$ cat config.mk
export PLATFORM = sky130hd
export DESIGN_NAME = note_voice
export DESIGN_NICKNAME = d
export VERILOG_FILES = /design/src/rtl/sass_pkg.sv /design/src/rtl/note_period_lut.sv /design/src/rtl/note_voice.sv
export SDC_FILE = /design/constraint.sdc
export NUM_CORES = 1
export LEC_CHECK = 0
export CAP_MARGIN = 0
export CORE_ASPECT_RATIO = 0.7
export CORE_MARGIN = 8
export CORE_UTILIZATION = 45
export DETAILED_ROUTE_END_ITERATION = 10
export GPL_ROUTABILITY_DRIVEN = 0
export MAX_ROUTING_LAYER = met4
export PLACE_DENSITY = 0.66
export SLEW_MARGIN = 20
export SYNTH_ARGS = -nofsm -noshare
export SYNTH_HDL_FRONTEND = slang
export SYNTH_HIERARCHICAL = 1
export SYNTH_SLANG_ARGS = --single-unit
$ cat constraint.sdc
create_clock -name clk -period 6.45 [get_ports clk]
set_input_delay 1.29 -clock clk [delete_from_list [all_inputs] [get_ports clk]]
set_output_delay 1.29 -clock clk [all_outputs]
set_load 0.02 [all_outputs]
$ cat src/rtl/sass_pkg.sv
// Shared definitions for the note voice: note table, state encoding and
// audio constants used by the voice and its period lookup.
package sass_pkg;

  localparam logic [3:0] NOTE_REST = 4'd0;
  localparam logic [7:0] MIDSCALE  = 8'd128;

  // Half-period in clock cycles for notes 1..8 (C4..C5), indexed by note-1.
  typedef logic [4:0] half_period_tbl_t [8];
  localparam half_period_tbl_t HALF_PERIOD = '{
    5'd19, 5'd17, 5'd15, 5'd14, 5'd13, 5'd11, 5'd10, 5'd9
  };

  typedef enum logic [1:0] {
    IDLE    = 2'd0,
    ATTACK  = 2'd1,
    SUSTAIN = 2'd2,
    RELEASE = 2'd3
  } voice_state_t;

  function automatic logic note_valid(input logic [3:0] note);
    return (note != NOTE_REST) && (note <= 4'd8);
  endfunction

endpackage

$ cat src/rtl/note_period_lut.sv
// Combinational note code to square-wave half-period lookup; rest codes map
// to zero.
module note_period_lut
  import sass_pkg::*;
(
  input  logic [3:0] note,
  output logic [4:0] half_period
);

  always_comb begin
    half_period = '0;
    if (note_valid(note)) begin
      half_period = HALF_PERIOD[3'(note - 4'd1)];
    end
  end

endmodule

$ cat src/rtl/note_voice.sv
// Single square-wave voice with a linear attack/sustain/release envelope,
// driven by a registered note code from the sequencer.
module note_voice
  import sass_pkg::*;
#(
  parameter int unsigned ENV_STEP = 64
) (
  input  logic       clk,
  input  logic       n_rst,
  input  logic [3:0] note_sustain,
  output logic [7:0] sample,
  output logic       wave,
  output logic       active
);

  localparam int unsigned PW = $clog2(ENV_STEP);
  localparam logic [PW-1:0] PRESC_LAST = PW'(ENV_STEP - 1);

  logic [3:0]    note_q;
  voice_state_t  state, state_n;
  logic [3:0]    env, env_n;
  logic [PW-1:0] presc;
  logic [4:0]    phase;
  logic [4:0]    period;
  logic [4:0]    pend;
  logic          wave_q;
  logic [4:0]    lut_hp;
  logic          note_ok;
  logic          tick;

  note_period_lut u_lut (
    .note        (note_q),
    .half_period (lut_hp)
  );

  assign note_ok = note_valid(note_q);
  assign tick    = (state != IDLE) && (presc == PRESC_LAST);

  // A tick coinciding with a transition is applied under the current state's
  // rule first; the transition then sees the updated envelope.
  always_comb begin
    state_n = state;
    env_n   = env;
    unique case (state)
      IDLE: begin
        if (note_ok) begin
          state_n = ATTACK;
          env_n   = '0;
        end
      end
      ATTACK: begin
        if (tick && (env != 4'd15)) env_n = env + 4'd1;
        if (!note_ok)               state_n = RELEASE;
        else if (env_n == 4'd15)    state_n = SUSTAIN;
      end
      SUSTAIN: begin
        if (!note_ok) state_n = RELEASE;
      end
      RELEASE: begin
        if (tick && (env != 4'd0)) env_n = env - 4'd1;
        if (note_ok)               state_n = ATTACK;
        else if (env_n == 4'd0)    state_n = IDLE;
      end
      default: state_n = IDLE;
    endcase
  end

  always_ff @(posedge clk) begin
    if (!n_rst) begin
      note_q <= NOTE_REST;
      state  <= IDLE;
      env    <= '0;
      presc  <= '0;
      phase  <= '0;
      period <= HALF_PERIOD[0];
      pend   <= HALF_PERIOD[0];
      wave_q <= 1'b0;
      sample <= MIDSCALE;
    end else begin
      note_q <= note_sustain;
      state  <= state_n;
      env    <= env_n;

      if (note_ok) pend <= lut_hp;

      if (state == IDLE) presc <= '0;
      else if (tick)     presc <= '0;
      else               presc <= presc + 1'b1;

      // New pitch only lands at a half-period boundary to avoid glitches.
      if (state == IDLE) begin
        phase <= '0;
        if (note_ok) begin
          period <= lut_hp;
          wave_q <= 1'b1;
        end
      end else if (state_n == IDLE) begin
        phase  <= '0;
        wave_q <= 1'b0;
      end else if (phase == period - 5'd1) begin
        phase  <= '0;
        wave_q <= ~wave_q;
        period <= pend;
      end else begin
        phase <= phase + 5'd1;
      end

      if (state == IDLE)  sample <= MIDSCALE;
      else if (wave_q)    sample <= MIDSCALE + {1'b0, env, 3'b000};
      else                sample <= MIDSCALE - {1'b0, env, 3'b000};
    end
  end

  assign wave   = wave_q;
  assign active = (state != IDLE);

endmodule
==> results of run 1 <==
-- cells in the mapped netlist, drive strengths merged, types with 2 or more instances --
cell type / n / area (sq um)
a211oi: 2 / 15.01
a21o: 3 / 23.77
a21oi: 9 / 45.04
a311oi: 4 / 52.56
a31oi: 2 / 12.51
and2: 4 / 25.02
and3: 5 / 31.28
buf: 6 / 45.04
clkbuf: 7 / 26.28
dfxtp: 37 / 740.7
ha: 9 / 112.6
inv: 9 / 36.29
mux2: 5 / 67.56
mux2i: 5 / 50.05
nand2: 32 / 127.6
nand2b: 4 / 25.02
nand3: 11 / 60.06
nand3b: 2 / 15.01
nand4: 2 / 12.51
nand4b: 2 / 32.53
nor2: 25 / 93.84
nor2b: 4 / 25.02
nor3: 4 / 25.02
nor3b: 3 / 22.52
o2111a: 2 / 22.52
o211ai: 3 / 22.52
o21ai: 7 / 38.79
o31ai: 5 / 37.54
or3: 4 / 25.02
xnor2: 12 / 105.1
xor2: 9 / 86.34
-- kinds of logic after synthesis --
group	after synthesis	synth area share, %
AND/OR/NAND/NOR	105	24.83
multiplexers	10	5.353
XOR/XNOR	21	8.713
other	1	0.1707
adder cells (fa/ha/maj)	10	5.638
AO/OA/AOI/OAI	48	16.69
buffers and inverters	22	4.898
flip-flops	37	33.71
-- layer usage --
metal	part of all wire (%)	track usage [%]	vias to the layer above
met1	53	17.96	773
met3	6.3	4.299	5
met4	0.81	3.005	0
met2	40	19.07	44
li1	-	-	910
met5	0	-	-
-- sequential cells by signal (all words and copies together) (netlist names) --
name	cells
sample	5
phase	5
note_q	4
env	4
period	5
presc	6
wave	1
pend	5
state	2
-- final cells by class --
| cell class | count | share of cell area, % |
|---|---|---|
| Clock inverter | 3 | 2.795 |
| Timing Repair Buffer | 12 | 4.878 |
| Tap cell | 57 | 2.896 |
| Clock buffer | 5 | 2.795 |
| Multi-Input combinational cell | 197 | 55.08 |
| Inverter | 9 | 1.474 |
| Sequential cell | 37 | 30.08 |
-- where the power goes --
group / switching, W / internal, W / leakage, nW
clock: 0.0000932 / 0.000156 / 0.0687
sequential: 0.0000254 / 0.000247 / 0.303
combinational: 0.0000676 / 0.0000572 / 0.589
total: 0.000186 / 0.000460 / 0.961
-- path summary, 6_finish.rpt --
check,cells after the start,slack (ns),startpoint,to
setup reg to reg,8,3.60,env[0],period[1]
hold / removal,1,0.45,presc[0],presc[0]
hold reg to reg,1,0.45,presc[0],presc[0]
setup / recovery,3,3.04,state[0],active
-- worst register-to-register path, cell delays in order (launching register included) --
cell,delay [ns]
dfxtp_1,0.40
inv_1,0.17
ha_1,0.31
nor3b_1,0.57
nor2_1,0.19
a311oi_4,0.44
nand4b_4,0.23
nand2_4,0.15
mux2_4,0.30
-- through the flow --
| stage | total power, W | instance area [sq um] | hold slack, ns |
|---|---|---|---|
| floorplan | 0.0003729 | 2205 | 0.4179 |
| global placement | 0.0004001 | 2325 | 0.4308 |
| detailed placement | 0.0004023 | 2325 | 0.4357 |
| CTS | 0.0006508 | 2462 | 0.4530 |
| global route | 0.0006807 | 2462 | 0.4717 |
| finish | 0.0006458 | 2462 | 0.4496 |
==> flow_summary.json, run 1 <==
{
  "outcome": "finished, final reports clean",
  "synth.avg_cell_area_sq_um": 8.650,
  "dp_cells": 312,
  "fin_cells": 320,
  "gr-usage-all-layers_pct": 13.42,
  "ys_seq_elements": 37,
  "path_buf_inv": 2,
  "cp_slowest_cell": "nor2_1",
  "worst_ep_arrival_time_ns": 2.12,
  "layout-drive-gt1-share_pct": 8.745,
  "yosysWarnings": 6,
  "synthArstFlopShare_pct": 0,
  "setup_slack_ns": 3.039,
  "max_stage_delay_ns": 0.62,
  "synth_area_sq_mm": 0.002197,
  "ys_types": 62,
  "wire_per_inst_microns": 13.98,
  "vias": 1732,
  "clock_latency_ns": 0.30,
  "mostFrequentLayoutCell": "dfxtp_1",
  "finalHoldViolations": 0,
  "crit_type": "reg2out",
  "route.detailed.drc": 0,
  "holdBufCountCts": 0,
  "slew_viol_final": 0,
  "cts-root-buf": "clkbuf_8",
  "io_pins": 16,
  "multi_input_area_sq_mm": 0.001356,
  "grt_setup_unrepaired": "no",
  "tritoncts": "yes",
  "required_ns": 5.16,
  "n_fill_cell": 457,
  "min_period_ns": 3.411,
  "powerDensity_mw_per_mm2": 262.3,
  "syn_to_final_growth_pct": 12.07,
  "grt-ovfl-total": 0,
  "first_pass_iters": 4,
  "vdd_drop_max_mv": 0.1225,
  "start_kind": "flip-flop",
  "end_kind": "output pin",
  "fmax_ghz": 0.2932,
  "dieArea_sq_mm": 0.007410,
  "htree_num_levels": 2,
  "cts_resized": 0,
  "place_ws_ns": 3.357,
  "numCtsBuffers": 5,
  "tightest_slew_ns": 0.7849,
  "nets": 277,
  "port_buffers": 12,
  "final_cell_mix": "dfxtp_1, nand2_1, nor2_1, xnor2_1, clkdlybuf4s50_1",
  "max_cap_viol_count": 0,
  "coreArea_sq_mm": 0.004730,
  "fin_util_pct": 52.06,
  "timing.final.crit_share_pct": 52.88,
  "syn_inst": 254,
  "path_clk_slew_ns": 0.08,
  "relSlewSlack_pct": 47.63,
  "grt_pass1_vias": 1646,
  "crit_path_max_fanout": 15,
  "rows": 21,
  "grt_max_degree": 19,
  "seq_area_sq_um": 740.7,
  "ys.flop_type": "dfxtp_1",
  "cts_sinks": 37,
  "die_w_microns": 99.52,
  "drtAntennaViolNets": 0,
  "max-clock-path-buffers": 2,
  "hpwlAfterDp_mm": 3.375,
  "tns_ns": 0,
  "initial_core_util_pct": 46.46,
  "wl_mm": 4.472,
  "vias_per_cell": 5.413,
  "hold_class": "reg2reg",
  "p_leak_nw": 0.9605,
  "postCtsSetupBuffers": 0,
  "finClkSkew_ns": 0.004639,
  "setup_violations": 0,
  "die_y_microns": 74.46,
  "yosysSeqAreaShare_pct": 33.71,
  "grt_first_pass_wirelength_mm": 7.817,
  "crit_path_cell_trace": "nor2_1 > inv_2 > clkdlybuf4s50_1",
  "antenna_found_initial": 0,
  "synth-edff-count": 0,
  "drt_iter0_markers": 106,
  "crit_family": "buffers and inverters",
  "antennaDiodeCount": 0
}
Power figures use the tool's default switching activity.
==> inputs of run 2 (changes only) <==
==> constraint.sdc (replaced) <==
create_clock -name clk -period 3.3 [get_ports clk]
set_input_delay 0.66 -clock clk [delete_from_list [all_inputs] [get_ports clk]]
set_output_delay 0.66 -clock clk [all_outputs]
set_load 0.02 [all_outputs]
==> run 2 against run 1 <==
Net effect:
- cell count grew 0.94%
- core utilization is essentially flat
- combinational power grew 99%
- design area is essentially flat
- register-to-register slack lost 2.9 ns
- worst hold slack gained 0.0042 ns
- global-route usage shrank 0.82 points
- die area is the same
==> flow_summary.json, run 2 (same netlist as run 1, synthesis figures left out) <==
{
  "setup_violations": 0,
  "finClkSkew_ns": 0.009726,
  "drtAntennaViolNets": 0,
  "tritoncts": "yes",
  "layout-drive-gt1-share_pct": 9.398,
  "nets": 280,
  "wl_mm": 4.338,
  "port_buffers": 12,
  "max_stage_delay_ns": 0.62,
  "finalHoldViolations": 0,
  "largest_reg_flops": 6,
  "timing.final.crit_share_pct": 77.80,
  "p_sw_w": 0.0003402,
  "r2r-start": "env[0]",
  "cts_resized": 0,
  "grt_max_degree": 16,
  "switching_share_pct": 28.68,
  "vias_per_cell": 5.257,
  "min_period_ns": 2.567,
  "end_kind": "output pin",
  "holdBufCountCts": 0,
  "crit_type": "reg2out",
  "numCtsBuffers": 5,
  "grt-ovfl-total": 0,
  "cts_sinks": 37,
  "dieArea_sq_mm": 0.007410,
  "gr-usage-all-layers_pct": 12.60,
  "htree_num_levels": 2,
  "crit_start": "state[1]",
  "route.detailed.drc": 0,
  "coreArea_sq_mm": 0.004730,
  "syn_to_final_growth_pct": 12.13,
  "tns_ns": 0,
  "drt_iter0_markers": 119,
  "hold_class": "reg2reg",
  "r2r_setup_slack_ns": 0.74,
  "mostFrequentLayoutCell": "dfxtp_1",
  "hpwlAfterDp_mm": 3.256,
  "wire_per_inst_microns": 13.43,
  "initial_core_util_pct": 46.46,
  "crit_path_max_fanout": 14,
  "antennaDiodeCount": 0,
  "final_cell_mix": "dfxtp_1, nand2_1, nor2_1, xnor2_1, clkdlybuf4s50_1",
  "cp.depth": 4,
  "tightest_slew_ns": 0.6523,
  "slew_viol_final": 0,
  "internal_power_w": 0.0008459,
  "grt_setup_unrepaired": "no",
  "powerDensity_mw_per_mm2": 481.5,
  "die_w_microns": 99.52,
  "crit_path_cell_trace": "nor2_1 > buf_4 > inv_2 > clkdlybuf4s50_1",
  "rows": 21,
  "path_clk_slew_ns": 0.07,
  "p_seq_share_pct": 44.9,
  "grt_pass1_vias": 1518,
  "totalPowerFinal_w": 0.001186,
  "die_y_microns": 74.46,
  "path_buf_inv": 3,
  "first_pass_iters": 4,
  "relSlewSlack_pct": 56.20,
  "vdd_drop_max_mv": 0.2041,
  "postCtsSetupBuffers": 0,
  "start_kind": "flip-flop",
  "fmax_ghz": 0.3895,
  "top_register": "presc",
  "power.share.combinational_pct": 21.0,
  "cts-root-buf": "clkbuf_8",
  "clock_latency_ns": 0.29,
  "max-clock-path-buffers": 2,
  "max_cap_viol_count": 0,
  "antenna_found_initial": 0,
  "cp_slowest_cell": "clkdlybuf4s50_1",
  "io_pins": 16,
  "grt_first_pass_wirelength_mm": 7.307,
  "reg2reg_depth": 8,
  "crit_family": "buffers and inverters",
  "required_ns": 2.64,
  "vias": 1698,
  "p_leak_nw": 0.9646,
  "hold_depth": 1,
  "hp-start": "presc[0]",
  "pwr-share-clk_pct": 34.2,
  "worst_ep_arrival_time_ns": 1.91,
  "outcome": "finished, final reports clean"
}
[run 2: layout make-up]
| class | count | area, sq um |
|---|---|---|
| Sequential cell | 37 | 740.7 |
| Clock buffer | 7 | 86.33 |
| Multi-Input combinational cell | 197 | 1356 |
| Tap cell | 57 | 71.32 |
| Clock inverter | 1 | 30.03 |
| Inverter | 9 | 36.28 |
| Fill cell | 463 | 2266 |
| Timing Repair Buffer | 15 | 142.6 |
[run 2: worst paths after layout]
check                                  to
worst min register to register   presc[0]
worst min-delay path             presc[0]
worst max-delay path               active
worst max register to register  period[4]
[run 2: routing by layer]
| metal | global-route usage (%) | share of wire (%) | wire (microns) |
|---|---|---|---|
| met3 | 3.178 | 6.2 | 271 |
| met1 | 18.00 | 54 | 2358 |
| met2 | 16.91 | 39 | 1695 |
| met5 | - | 0 | 0 |
| met4 | 3.005 | 0.32 | 14 |
[run 2: power groups by stage]
stage | Clock (W) | Sequential [W] | Combinational [W]
after floorplan | 0 | 0.000521 | 0.000207
after global placement | 0 | 0.000542 | 0.000249
after detailed placement | 0 | 0.000542 | 0.000249
after CTS | 0.000414 | 0.000531 | 0.000250
after global routing | 0.000441 | 0.000539 | 0.000277
final | 0.000405 | 0.000532 | 0.000249
[run 2: stage by stage]
step	utilization, %	hold slack, ns	instance area [sq um]	worst slack (ns)	instances
6_report	52.09	0.4538	2464	0.7325	323
3_3_place_gp	49.63	0.4293	2347	0.9110	315
4_1_cts	52.09	0.4549	2464	0.7255	323
3_5_place_dp	49.63	0.4384	2347	0.7934	315
2_1_floorplan	-	0.4179	2205	1.071	256
5_1_grt	52.09	0.4696	2464	0.5821	323
==> inputs of run 3 (changes only) <==
--- a/config.mk
+++ b/config.mk
@@ -12,7 +12,7 @@
 export DETAILED_ROUTE_END_ITERATION = 10
 export GPL_ROUTABILITY_DRIVEN = 0
 export MAX_ROUTING_LAYER = met4
-export PLACE_DENSITY = 0.66
+export PLACE_DENSITY = 0.68
 export SLEW_MARGIN = 20
 export SYNTH_ARGS = -nofsm -noshare
 export SYNTH_HDL_FRONTEND = slang
==> constraint.sdc (replaced) <==
create_clock -name clk -period 2.2 [get_ports clk]
set_input_delay 0.44 -clock clk [delete_from_list [all_inputs] [get_ports clk]]
set_output_delay 0.44 -clock clk [all_outputs]
set_load 0.02 [all_outputs]
==> run 3 against run 2 <==
Net effect:
- combinational power grew 83%
- sequential power grew 46%
- critical path depth increased by 5
- setup slack got worse by 0.63 ns
- global-route usage rose by 1.7 points
- non-clock buffer count up 19
- wire length is 11% higher
- design area increased by 6.6%
- flip-flop and latch count did not move
- sequential share of layout area fell by 1.8 points
- via count grew 9.7%
- largest cell class unchanged
- highest routed layer unchanged
==> flow_summary.json, run 3 (same netlist as run 1, synthesis figures left out) <==
{
  "outcome": "finished, final reports clean",
  "crit_type": "reg2reg",
  "setup_violations": 0,
  "max-clock-path-buffers": 2,
  "rows": 21,
  "final_cell_mix": "dfxtp_1, nand2_1, nor2_1, buf_4",
  "drtAntennaViolNets": 0,
  "grt_first_pass_wirelength_mm": 8.079,
  "p_seq_share_pct": 45.1,
  "wire_per_inst_microns": 14.08,
  "place_ws_ns": -0.05420,
  "grt_pass1_vias": 1706,
  "n_fill_cell": 424,
  "setup_slack_ns": 0.1027,
  "largest_reg_flops": 6,
  "timing.final.crit_share_pct": 95.33,
  "end_kind": "flip-flop",
  "required_ns": 2.39,
  "fmax_ghz": 0.4768,
  "drt_iter0_markers": 156,
  "pwr-share-clk_pct": 28.4,
  "path_clk_slew_ns": 0.08,
  "vias_per_cell": 5.444,
  "slew_viol_final": 0,
  "mostFrequentLayoutCell": "dfxtp_1",
  "grt-ovfl-total": 0,
  "route.detailed.drc": 0,
  "cts_sinks": 37,
  "switching_share_pct": 32.86,
  "port_buffers": 12,
  "initial_core_util_pct": 46.46,
  "max_cap_viol_count": 0,
  "antenna_found_initial": 0,
  "holdBufCountCts": 0,
  "finClkSkew_ns": 0.007824,
  "tritoncts": "yes",
  "finalHoldViolations": 0,
  "io_pins": 16,
  "min_period_ns": 2.097,
  "power.share.combinational_pct": 26.5,
  "coreArea_sq_mm": 0.004730,
  "clock_latency_ns": 0.30,
  "die_y_microns": 74.46,
  "p_leak_nw": 1.044,
  "grt_max_degree": 15,
  "nets": 299,
  "finalHoldWorstSlack_ns": 0.4501,
  "numCtsBuffers": 5,
  "dp_cells": 331,
  "htree_num_levels": 2,
  "internal_power_w": 0.001156,
  "hpwlAfterDp_mm": 3.687,
  "syn_to_final_growth_pct": 19.48,
  "dieArea_sq_mm": 0.007410,
  "vdd_drop_max_mv": 0.2923,
  "layout-drive-gt1-share_pct": 18.25,
  "gr-usage-all-layers_pct": 14.26,
  "worst_ep_arrival_time_ns": 2.29,
  "wl_mm": 4.815,
  "totalPowerFinal_w": 0.001722,
  "crit_path_max_fanout": 6,
  "top_register": "presc",
  "start_kind": "flip-flop",
  "antennaDiodeCount": 0,
  "first_pass_iters": 4,
  "die_w_microns": 99.52,
  "powerDensity_mw_per_mm2": 656.1,
  "vias": 1862,
  "fin_cells": 342,
  "cts-root-buf": "clkbuf_8",
  "hold_class": "reg2reg",
  "p_sw_w": 0.0005660
}
[run 3: critical path, cell delays in order, from the launching register on]
cell and delay [ns]:
dfxtp_1 0.34, inv_1 0.06, ha_1 0.24, o21bai_1 0.20, o2bb2ai_2 0.12, a2111oi_2 0.37, buf_4 0.18, a21o_4 0.12
nand2_4 0.07, mux2_4 0.30
[run 3: per-stage QoR]
step           instance area (sq um)  util [%]   TNS, ns
2_1_floorplan                   2210         -         0
3_3_place_gp                    2472     52.28         0
3_5_place_dp                    2472     52.28   -0.1543
4_1_cts                         2576     54.47         0
5_1_grt                         2625     55.50  -0.09842
6_report                        2625     55.50         0
[run 3: final timing paths]
kind / start / end / slack [ns] / depth (start not counted)
hold / removal: presc[0] / presc[0] / 0.45 / 1
setup / recovery: period[0] / period[0] / 0.10 / 9
setup reg to reg: period[0] / period[0] / 0.10 / 9
hold reg to reg: presc[0] / presc[0] / 0.45 / 1
[run 3: routing by layer]
| metal | routed length, microns | GRT usage [%] | vias up |
|---|---|---|---|
| met3 | 195 | 2.991 | 8 |
| met2 | 1964 | 19.81 | 43 |
| met4 | 90 | 7.346 | 0 |
| met5 | 0 | - | - |
| met1 | 2565 | 18.98 | 860 |
| li1 | - | - | 951 |
[run 3: final cells by class]
type | instances | area [sq um] | share of cell area, %
multi-input combinational | 197 | 1400 | 53.34
sequential | 37 | 740.7 | 28.22
inverter | 9 | 36.28 | 1.382
clock inverter | 3 | 22.52 | 0.8580
tap | 57 | 71.32 | 2.717
timing repair buffer | 34 | 285.3 | 10.87
clock buffer | 5 | 68.82 | 2.622
[run 3: what timing repair did]
| item | 4_1_cts | 5_1_grt |
|---|---|---|
| hold endpoints to repair | 0 | 0 |
| endpoints found under the setup margin | 3 | 6 |
| pin swaps | 0 | 3 |
| buffers inserted | 0 | 3 |
| resized for setup | 3 | 6 |
[run 3: power by group through the flow]
| stage | registers [W] | logic [W] | clock network (W) |
|---|---|---|---|
| 6_report | 0.000777 | 0.000456 | 0.000489 |
| 3_3_place_gp | 0.000790 | 0.000431 | 0 |
| 4_1_cts | 0.000775 | 0.000441 | 0.000510 |
| 2_1_floorplan | 0.000783 | 0.000312 | 0 |
| 5_1_grt | 0.000786 | 0.000498 | 0.000535 |
| 3_5_place_dp | 0.000790 | 0.000433 | 0 |
